[config.mk]
export PLATFORM = sky130hd
export DESIGN_NAME = param_updown_counter
export DESIGN_NICKNAME = d
export VERILOG_FILES = /design/src/rtl/param_updown_counter.sv
export SDC_FILE = /design/constraint.sdc
export NUM_CORES = 1
export LEC_CHECK = 0
export ABC_CLOCK_PERIOD_IN_PS = 1800
export BUFFER_PORTS_ARGS = -buffer_cell sky130_fd_sc_hd__buf_4
export CAP_MARGIN = 20
export CORE_AREA = 2 2 39 41
export DETAILED_ROUTE_END_ITERATION = 8
export DIE_AREA = 0 0 41 43
export PLACE_DENSITY = 0.52
export RECOVER_POWER = 100
export SETUP_SLACK_MARGIN = 0.02
export SYNTH_ARGS = -nofsm -noshare
export SYNTH_HDL_FRONTEND = slang
export SYNTH_SLANG_ARGS = --single-unit
[constraint.sdc]
create_clock -name clk -period 1.8 [get_ports clk]
set_clock_uncertainty 0.15 [all_clocks]
set_input_delay 0.27 -clock clk [delete_from_list [all_inputs] [get_ports clk]]
set_output_delay 0.27 -clock clk [all_outputs]
set_load 0.02 [all_outputs]
[src/rtl/param_updown_counter.sv]
// Parametrised up/down modulo counter with load, wrap/saturate mode,
// combinational terminal count and registered limit-event flags.
module param_updown_counter #(
  parameter int     WIDTH     = 4,
  parameter longint MOD_VAL   = 16,
  parameter int     SATURATE  = 0,
  parameter longint RESET_VAL = 0
) (
  input  logic             clk,
  input  logic             reset,
  input  logic             en,
  input  logic             up_dn,
  input  logic             load,
  input  logic [WIDTH-1:0] load_val,
  input  logic             clr_flag,
  output logic [WIDTH-1:0] count,
  output logic             tc,
  output logic             wrap,
  output logic             ovf_sticky
);

  // Limits are held in WIDTH+1 bits so MOD_VAL == 2**WIDTH stays representable.
  localparam logic [WIDTH:0]   LAST     = (WIDTH+1)'(MOD_VAL - 1);
  localparam logic [WIDTH-1:0] LAST_W   = LAST[WIDTH-1:0];
  localparam logic [WIDTH-1:0] RESET_W  = WIDTH'(RESET_VAL);
  localparam logic             SAT_MODE = (SATURATE != 0);

  logic             at_max;
  logic             at_zero;
  logic             limit_step;
  logic [WIDTH-1:0] count_nxt;

  assign at_max     = ({1'b0, count} == LAST);
  assign at_zero    = (count == '0);
  assign tc         = en & (up_dn ? at_max : at_zero);
  assign limit_step = tc & ~load;

  always_comb begin
    count_nxt = count;
    if (load) begin
      count_nxt = ({1'b0, load_val} > LAST) ? LAST_W : load_val;
    end else if (en) begin
      if (up_dn) begin
        if (at_max)
          count_nxt = SAT_MODE ? count : '0;
        else
          count_nxt = count + WIDTH'(1);
      end else begin
        if (at_zero)
          count_nxt = SAT_MODE ? count : LAST_W;
        else
          count_nxt = count - WIDTH'(1);
      end
    end
  end

  always_ff @(posedge clk) begin
    if (reset) begin
      count      <= RESET_W;
      wrap       <= 1'b0;
      ovf_sticky <= 1'b0;
    end else begin
      count <= count_nxt;
      wrap  <= limit_step;
      // A limit event on the same edge as clr_flag keeps the flag set.
      if (limit_step)
        ovf_sticky <= 1'b1;
      else if (clr_flag)
        ovf_sticky <= 1'b0;
    end
  end

endmodule
-- After elaboration in Yosys (flattened, before gate mapping)
Index checks and enable logic that the tools add are counted.
- bits in registers: 6
- bits of input ports: 10
- output and inout bits: 7
- logic and storage cells: 20
- add/subtract/negate cells: 2
- equality and inequality tests: 1
- muxes and demuxes: 8
- bitwise logic cells: 3
- reductions and logical operators: 3
- operators by type and width (operator ; count):
    2-to-1 mux 4 bit ; 5
    adder 4 x 1 -> 4 bit, second input constant ; 1
    == test 4 bit, second input constant ; 1
    zero test 4 bit ; 1
    nonzero test 2 bit ; 2
    subtractor 4 x 1 -> 4 bit, second input constant ; 1
    2-to-1 mux 1 bit ; 3
    AND 1 bit ; 2
    inverter 1 bit ; 1

-- Depth between registers and ports, before layout
Gate-level depths: netlist of the first run.
- depth after elaboration: 5
- mapped depth: 6
- mapped depth without buffers: 6

-- Least setup slack after synthesis of the first run
Ideal clock, no wire load.
- kind: reg-to-output
- start: register count[0]
- end: output tc
- data arrival time: 1.391 ns
- required time: 1.380 ns
- slack: -0.011 ns
- cell stages (with the launch flop): 6
- buffers on the path: 0
- cell sequence: dfxtp_1 -> inv_1 -> ha_1 -> nor4b_1 -> nand2b_1 -> and2_1
- word-level cells in the longest chain between the ends: 3
- elaborated cells on any way between the ends: 4
- classes of those cells: eq/ne (1); mux (1); bitwise (1); reduce/logical (1)
- RTL lines (item ; RTL line ; RTL):
    start, declared ; 16 ; output logic [WIDTH-1:0] count,
    start signal, assigned ; 63 ; count <= count_nxt;
    == test 4 bit or zero test 4 bit (tied branches) ; 33, 34 ;
    2-to-1 mux 1 bit * ; 35 ; assign tc = en & (up_dn ? at_max : at_zero);
    AND 1 bit * ; 35 ;
    end, declared ; 17 ; output logic tc,
Every way passes the cells marked *; elsewhere a longest branch is shown, timed or not.

-- Worst setup path in the final report of the first run
- start: register count[1]
- end: output tc
Same word-level chain as after synthesis.

==> metrics, run 1 <==
fill cell count 146; number of global-route vias before repair 441; Peak Freq 553 MHz; # H-tree levels 1; die area 1760 sq um; number of search-and-repair iterations in the first detailed-routing pass 4; hold-critical path depth 2; Startpoint Class flip-flop; reg2reg start count[1]; area fraction of the dominant cell type after synthesis 0.286; count of antenna diodes in the layout 0; Setup Total Neg Slack -0.00928 ns; CTS max path bufs 2; Cells after Synth 54; clock-pin slew on the worst setup and hold paths around 0.050 ns; slew of the pin with the lowest slew margin 0.255 ns; synthesized area 420 sq um; post-detailed-route DRC marker count 0; post-route antenna net violation count 0; pwr dens around 650 nW/um^2; Die Y-Extent 43 um; Synth Warn # 0; die outline width approximately 41 um; max-slew violation count 0; post-detailed-placement cell area ~560 sq um; CTS tree yes; via total after detailed routing roughly 480; path depth of the worst reg2reg path 7; final hold viol count 0; asr flop ratio synth 0; final weighted congestion in routability-driven placement about 0.75; aggregate routed wire length about 1100 um; starting density of the core 0.304; primary flip-flop cell chosen by synthesis mapping dfxtp_1; first-pass GRT wire length between 1500 and 2000 um; number of nets at the end of the flow 89; Critical Path Fanout Max 4; critical hold path startpoint reset; status finished with violations; family with the most delay on the worst path simple AND/OR/NAND/NOR gates; unrepaired setup endpoints after global routing true; average cell area after synthesis 7.79 sq um; Max VDD drop 366 uV; FF+latch count, synth 6; share of the yosys chip area belonging to registers 0.286; pin count of the biggest net entering global routing 11; timing startpoint of the critical path count[1]; total nets after synthesis 66; number of buffer and inverter stages on the critical path 2; insertion delay of the later-clocked pin in the worst-skew pair 0.24 ns; total non-filler cell area in the finished layout around 660 sq um; clock buffers created by TritonCTS 3; Floorplan Core Area around 1400 sq um; Worst Slack Setup Final -0.00928 ns; CP max stage delay ~0.36 ns; row count 14; largest cells by area after synthesis dfxtp_1, a21oi_1, ha_1; violated checks setup timing; kind of end point of the critical path primary output; critical path class reg -> out; dpl hpwl between 700 and 800 um; number of buffers inserted by port buffering 16; gr ovfl total 0; ratio of cells with drive above 1 in the final layout 0.467; count of unique library cells instantiated by Yosys 27; number of enable-type register cells in the synthesized netlist 0; setup-violating endpoint count in the final report 1; cell type with the highest aggregate area in the netlist dfxtp_1; final core utilization 0.477; CTS sink cnt 6; data arrival time of the critical path 1.39 ns; number of antenna violations at the first check in global routing 0; wire length per cell roughly 12 um; layout overhead on the synthesized area 57.1%; I/O pins 17; Root Buffer clkbuf_4; Hold Path Class in -> reg; violation count after the first detailed-routing iteration 23; Slew headroom 0.830; Vias/cell approximately 5.3; GRT Util Overall 0.159; Slowest-stage cell, CP dfxtp_4; Tcrit/Tclk final 1.01; logic depth of the worst path, buffers included 6; Final min period between 1.5 and 2 ns; cells along the critical path buf_4 -> ha_4 -> nand4_1 -> nand2b_4 -> and2_4 -> buf_6; Total Power Consumption 430 uW; required time at the endpoint of the critical path approximately 1.4 ns; max-cap violation count 0; Hold WS slightly above 0.08 ns; leak pwr around 0.00028 uW
[cells in the final DEF, fill, tap and decap left out, types with 2 or more instances in the layout]
master	count
a21oi_1	6
buf_4	17
buf_6	2
clkbuf_1	3
clkbuf_4	3
dfxtp_1	2
dfxtp_2	3
ha_4	2
inv_1	2
nand2_1	4
nor2_1	4
nor2b_1	2
o21ai_0	4
xnor2_1	2
[Yosys cell counts, types with 2 or more instances]
cell type,number
a21oi_1,6
o21ai_0,4
clkbuf_1,2
ha_1,2
nor2_1,4
inv_1,4
xnor2_1,2
nand2b_1,2
nor2b_1,2
dfxtp_1,6
nand2_1,4
[flip-flops by register name, indices dropped and copies added (netlist names)]
register	flops
count	4
ovf_sticky	1
wrap	1
[final timing paths]
check	slack [ns]	end
setup / recovery	-0.009	tc
hold / removal	0.08	count[0]
setup reg to reg	0.18	count[3]
hold reg to reg	0.32	ovf_sticky
[where the power goes]
group	switching (uW)	total [uW]	leakage, uW	internal, uW
clock	49.1	125	0.0000138	75.5
combinational	66.2	147	0.000212	80.3
sequential	16.0	159	0.0000509	143
[cell type report]
| type | count | area [sq um] | area share |
|---|---|---|---|
| tap | 16 | 20.0 | 0.0303 |
| inverter | 4 | 17.5 | 0.0265 |
| sequential | 6 | 128 | 0.193 |
| timing repair buffer | 22 | 161 | 0.244 |
| multi-input combinational | 40 | 312 | 0.472 |
| clock buffer | 3 | 22.5 | 0.0341 |
[timing repair]
action / 4_1_cts / 5_1_grt
cloned: 0 / 0
pin swaps: 3 / 0
buffers inserted: 4 / 0
hold buffers: 0 / 0
gates resized for setup: 16 / 1
endpoints found under the setup margin: 1 / 1
[kinds of logic after synthesis]
| family | share of synthesized area |
|---|---|
| fa+ha+maj | 0.0595 |
| flops | 0.286 |
| compound gates | 0.238 |
| buf+inv | 0.0922 |
| simple gates | 0.232 |
| xor+xnor | 0.0417 |
| mux | 0.0506 |
[worst register-to-register path, delay by kind of cell (launching register included)]
kind                       cells  cell delay, ns
adders and majority gates      1            0.15
AOI/OAI and AO/OA              3            0.53
and+or+nand+nor                1            0.12
buffers and inverters          2            0.18
DFF                            1            0.36
[metal layers]
layer,up-vias,wire (um),track usage
li1,230,-,-
met4,0,0,0.0600
met3,0,79,0.0314
met5,-,0,0
met1,230,476,0.214
met2,18,548,0.241
[metrics by stage]
stage | cells | setup WS, ns
6_report | 91 | -0.00928
3_3_place_gp | 84 | 0.123
3_5_place_dp | 84 | 0.116
5_1_grt | 91 | -0.0947
4_1_cts | 91 | -0.0147
2_1_floorplan | 54 | 0.0280
(Power assumes the default switching activity.)
==> run 2, diff against run 1 <==
--- a/config.mk
+++ b/config.mk
@@ -11,6 +11,7 @@
 export CORE_AREA = 2 2 39 41
 export DETAILED_ROUTE_END_ITERATION = 8
 export DIE_AREA = 0 0 41 43
+export GPL_TIMING_DRIVEN = 0
 export PLACE_DENSITY = 0.52
 export RECOVER_POWER = 100
 export SETUP_SLACK_MARGIN = 0.02
==> metrics, run 2 (same netlist as run 1, synthesis figures left out) <==
aggregate routed wire length 1150 um (+4.4%); Tcrit/Tclk final 1.02 (+0.0110); Peak Freq 547 MHz (-1.1%); clock-pin slew on the worst setup and hold paths 0.04 ns (about the same); timing startpoint of the critical path count[1]; Hold Path Class in -> reg; first-pass GRT wire length 1770 um (-9.8%); Floorplan Core Area 1380 sq um (unchanged); violation count after the first detailed-routing iteration 8 (-65%); post-route antenna net violation count 0 (unchanged); reg2reg end count[3]; multi-input logic area 317 sq um (+1.6%); kind of end point of the critical path primary output; die area 1760 sq um (unchanged); starting density of the core 0.304 (unchanged); CTS tree yes; Die Y-Extent 43 um (unchanged); Vias/cell 5.07 (-3.4%); dpl hpwl 715 um (-3.4%); final weighted congestion in routability-driven placement 0.710 (-4.8%); clock buffers created by TritonCTS 3 (unchanged); placement-stage worst setup slack -0.0244 ns (-0.140 ns); Startpoint Class flip-flop; most frequent cells in the layout buf_4, clkbuf_1, a21oi_1; data arrival time of the critical path 1.41 ns (+0.02 ns); final hold viol count 0 (unchanged); I/O pins 17 (unchanged); Total Power Consumption 441 uW (+2.5%); flip-flop and latch area 128 sq um (unchanged); CTS max path bufs 2 (unchanged); via total after detailed routing 482 (+0.84%); gr ovfl total 0 (unchanged); max-cap violation count 0 (unchanged); leading cell type in the layout, fill and taps excluded buf_4; wire length per cell 12.1 um (about the same); setup-violating endpoint count in the final report 1 (unchanged); largest register by flop count count; reg2reg start count[0]; number of search-and-repair iterations in the first detailed-routing pass 4 (unchanged); number of antenna violations at the first check in global routing 0 (unchanged); Root Buffer clkbuf_4; Final min period 1.83 ns (+0.0198 ns); ratio of cells with drive above 1 in the final layout 0.443 (-0.0236); pin count of the biggest net entering global routing 11 (unchanged); pwr dens 639 nW/um^2 (-1.9%); Max VDD drop 372 uV (+1.4%); # H-tree levels 1 (unchanged); row count 14 (unchanged); Critical Path Fanout Max 3 (-1); CTS sink cnt 6 (unchanged); GRT Util Overall 0.152 (-0.00689); critical hold path startpoint reset; violated checks setup timing; leak pwr 0.000286 uW (+3.5%); Worst Slack Setup Final -0.0290 ns (-0.0198 ns); end of the worst hold path count[1]; count of antenna diodes in the layout 0 (unchanged); max reg flops 4 (unchanged); number of nets at the end of the flow 93 (+4.5%); fill cell count 140 (-4.1%); number of global-route vias before repair 418 (-5.2%); unrepaired setup endpoints after global routing true; number of buffers inserted by port buffering 14 (-2); biggest regs count: 4 flops, ovf_sticky: 1 flops, wrap: 1 flops; hold-critical path depth 2 (unchanged); max-slew violation count 0 (unchanged); insertion delay of the later-clocked pin in the worst-skew pair 0.24 ns (about the same); required time at the endpoint of the critical path 1.38 ns (about the same); Slew headroom 0.725 (-0.105); highest metal layer with signal wires met4; slew of the pin with the lowest slew margin 0.413 ns (+0.158 ns); status finished with violations; post-detailed-route DRC marker count 0 (unchanged); metal2 WL 589 um (+7.5%); critical path class reg -> out; layout overhead on the synthesized area 64.3%; length of routed wiring on met1 466 um (-2.1%); die outline width 41 um (unchanged); path depth of the worst reg2reg path 6 (-1); FF-to-FF setup slack 0.05 ns (-0.13 ns); WL met3 91 um (+15%)
run 2: changes by cell type in the layout (fill, tap and decap cells not counted):
| cell | before | now |
|---|---|---|
| clkbuf_1 | 3 | 6 |
| a22oi_2 | 0 | 1 |
| inv_2 | 1 | 0 |
| a22oi_1 | 1 | 0 |
| dfxtp_1 | 2 | 4 |
| buf_6 | 2 | 3 |
| dfxtp_4 | 1 | 2 |
| inv_4 | 1 | 2 |
| dfxtp_2 | 3 | 0 |
run 2: timing repair:
item                                    4_1_cts  5_1_grt
buffers inserted                              7        1
hold buffers                                  0        0
resized for setup                            18        1
endpoints found under the setup margin        2        2
pin swaps                                     3        3
run 2: worst max path at each step:
stage / end
detailed placement: tc
global placement: tc
CTS: tc
floorplan: count[3]
global route: tc
finish: tc
run 2: metrics by stage:
| step | util | cells | setup TNS [ns] | hold WS (ns) | instance area [sq um] |
|---|---|---|---|---|---|
| 3_3_place_gp | 0.399 | 84 | -0.0585 | 0.316 | 552 |
| 6_report | 0.499 | 95 | -0.0290 | 0.0798 | 691 |
| 3_5_place_dp | 0.399 | 84 | -0.0244 | 0.318 | 552 |
| 2_1_floorplan | - | 54 | 0 | 0.189 | 427 |
| 5_1_grt | 0.499 | 95 | -0.102 | 0.0732 | 691 |
| 4_1_cts | 0.501 | 94 | -0.0307 | 0.0693 | 693 |
run 2: area by class of cell:
class,count,area share
Timing Repair Buffer,22,0.223
Clock buffer,3,0.0326
Inverter,4,0.0290
Buffer,4,0.0435
Sequential cell,6,0.185
Multi-Input combinational cell,40,0.458
Tap cell,16,0.0290
run 2: report_power, final:
part	switching, uW	leakage, uW	internal (uW)
sequential	7.72	0.0000506	142
clock	48.4	0.0000138	75.4
combinational	79.1	0.000222	88.8
run 2: critical path: stages, from the launching register on:
cell and delay [ns]:
dfxtp_4 0.36, inv_4 0.06, ha_4 0.12, nor4b_4 0.22, nand2b_4 0.18, and2_4 0.14, buf_6 0.10
run 2: routing by layer:
metal | vias up | GRT usage
met4 | 0 | 0.0600
li1 | 239 | -
met2 | 20 | 0.228
met5 | - | 0
met3 | 2 | 0.0628
met1 | 221 | 0.185
==> run 3, diff against run 2 <==
--- a/config.mk
+++ b/config.mk
@@ -8,12 +8,13 @@
 export ABC_CLOCK_PERIOD_IN_PS = 1800
 export BUFFER_PORTS_ARGS = -buffer_cell sky130_fd_sc_hd__buf_4
 export CAP_MARGIN = 20
-export CORE_AREA = 2 2 39 41
+export CORE_AREA = 5 5 42 44
 export DETAILED_ROUTE_END_ITERATION = 8
-export DIE_AREA = 0 0 41 43
+export DIE_AREA = 0 0 47 49
 export GPL_TIMING_DRIVEN = 0
 export PLACE_DENSITY = 0.52
 export RECOVER_POWER = 100
+export REMOVE_ABC_BUFFERS = 1
 export SETUP_SLACK_MARGIN = 0.02
 export SYNTH_ARGS = -nofsm -noshare
 export SYNTH_HDL_FRONTEND = slang
==> metrics, run 3 (same netlist as run 1, synthesis figures left out) <==
layout overhead on the synthesized area 61.9%; clock-pin slew on the worst setup and hold paths 0.04 ns (about the same); logic depth of the worst path, buffers included 6 (unchanged); Final min period 1.80 ns (-0.0271 ns); post-route antenna net violation count 0 (unchanged); Worst Slack Setup Final -0.00196 ns (+0.0271 ns); ratio of cells with drive above 1 in the final layout 0.494 (+0.0505); # H-tree levels 1 (unchanged); CTS max path bufs 2 (unchanged); largest register by flop count count; cells along the critical path inv_4 -> ha_4 -> nor4b_4 -> nand2b_4 -> and2_4 -> buf_6; data arrival time of the critical path 1.38 ns (-0.03 ns); die area 2300 sq um (+31%); insertion delay of the later-clocked pin in the worst-skew pair 0.23 ns (about the same); status finished with violations; pwr dens 628 nW/um^2 (-1.6%); kind of end point of the critical path primary output; max-slew violation count 0 (unchanged); post-detailed-route DRC marker count 0 (unchanged); Startpoint Class flip-flop; pin count of the biggest net entering global routing 11 (unchanged); max reg flops 4 (unchanged); wire length per cell 11.4 um (-6.2%); GRT Util Overall 0.104 (-0.0485); number of nets at the end of the flow 91 (-2.2%); Die Y-Extent 49 um (+14%); Hold WS 0.0924 ns (+0.0126 ns); starting density of the core 0.300 (-0.00380); leak pwr 0.000289 uW (+0.99%); clock buffers created by TritonCTS 3 (unchanged); leading cell type in the layout, fill and taps excluded buf_4; number of buffers inserted by port buffering 16 (+2); Root Buffer clkbuf_4; Peak Freq 555 MHz (+1.5%); Hold-fix buffers, CTS 0 (unchanged); multi-input logic area 312 sq um (-1.6%); Tcrit/Tclk final 1.00 (-0.0150); number of antenna violations at the first check in global routing 0 (unchanged); internal power 305 uW (-0.35%); slew of the pin with the lowest slew margin 0.253 ns (-0.160 ns); Floorplan Core Area 1400 sq um (+1.3%); cell total after placement 82 (-2.4%); Max VDD drop 463 uV (+25%); die outline width 47 um (+15%); max-cap violation count 0 (unchanged); I/O pins 17 (unchanged); relative contribution of the clock network to total power 0.270 (-0.011); final weighted congestion in routability-driven placement 0.686 (-3.3%); flip-flop and latch area 130 sq um (+2.0%); via total after detailed routing 455 (-5.6%); number of global-route vias before repair 413 (-1.2%); fill cell count 147 (+5.0%); CTS sink cnt 6 (unchanged); portion of total power attributed to sequential cells 0.380 (+0.041); proportion of power drawn by combinational gates 0.350 (-0.031); Final Instance Count excl. Fillers 93 (-2.1%); Setup Total Neg Slack -0.00196 ns (+0.0271 ns); row count 14 (unchanged); count of antenna diodes in the layout 0 (unchanged); final core utilization 0.486 (-0.0134); reported net switching power 123 uW (-9.2%); family with the most delay on the worst path simple AND/OR/NAND/NOR gates; Slew headroom 0.832 (+0.108); CTS tree yes; path depth of the worst reg2reg path 5 (-1); number of buffer and inverter stages on the critical path 2 (unchanged); CP max stage delay 0.36 ns (about the same); Slowest-stage cell, CP dfxtp_4; number of search-and-repair iterations in the first detailed-routing pass 4 (unchanged); violated checks setup timing; first-pass GRT wire length 1770 um (-0.39%); Total Power Consumption 428 uW (-3.1%); critical path class reg -> out; setup-violating endpoint count in the final report 1 (unchanged); most frequent cells in the layout buf_4, a21oi_1, o21ai_0, nand2_1, nor2_1; aggregate routed wire length 1060 um (-8.2%); gr ovfl total 0 (unchanged); switching share of total power 0.287 (-0.0193); final hold viol count 0 (unchanged); unrepaired setup endpoints after global routing true; hold-critical path depth 2 (unchanged); violation count after the first detailed-routing iteration 7 (-1); dpl hpwl 700 um (-2.1%); biggest regs count: 4 flops, ovf_sticky: 1 flops, wrap: 1 flops; Vias/cell 4.89 (-3.6%); required time at the endpoint of the critical path 1.38 ns (about the same); Hold Path Class in -> reg; Critical Path Fanout Max 3 (unchanged)
run 3: cell types whose count changed in the layout (fill, tap and decap cells not counted), sizes merged:
cell,delta
clkbuf,-4
buf,+2
run 3: cell type report:
class / count / share of cell area
clock buffers: 3 / 0.0331
inverters: 4 / 0.0294
multi-input cells: 40 / 0.458
flip-flops and latches: 6 / 0.191
well taps: 16 / 0.0294
repair buffers: 24 / 0.259
run 3: what timing repair did:
| item | CTS | global route |
|---|---|---|
| pin swaps | 3 | 1 |
| buffers inserted | 7 | 1 |
| hold endpoints to repair | 0 | 0 |
| setup endpoints to repair | 1 | 1 |
| gates resized for setup | 17 | 2 |
run 3: worst paths after layout:
path	start	endpoint	slack, ns
worst max-delay path	count[0]	tc	-0.002
worst min-delay path	reset	count[0]	0.09
worst max register to register	count[0]	count[3]	0.16
worst min register to register	ovf_sticky	ovf_sticky	0.32
run 3: through the flow:
step	instance area, sq um	setup WS [ns]
finish	681	-0.00196
global route	681	-0.0611
CTS	678	-0.0208
floorplan	397	-0.0128
detailed placement	537	-0.0956
global placement	537	-0.111
run 3: layer usage:
| metal | vias to the layer above | track usage | routed length, um |
|---|---|---|---|
| met5 | - | 0 | 0 |
| met4 | 0 | 0.0415 | 9 |
| met3 | 2 | 0.0221 | 23 |
| met2 | 7 | 0.174 | 582 |
| met1 | 210 | 0.121 | 443 |
| li1 | 236 | - | - |
run 3: power by group through the flow:
stage	Clock, uW	Sequential [uW]	Combinational, uW
2_1_floorplan	0	167	54.2
3_3_place_gp	0	160	110
3_5_place_dp	0	160	110
4_1_cts	123	161	147
5_1_grt	135	164	163
6_report	116	162	150
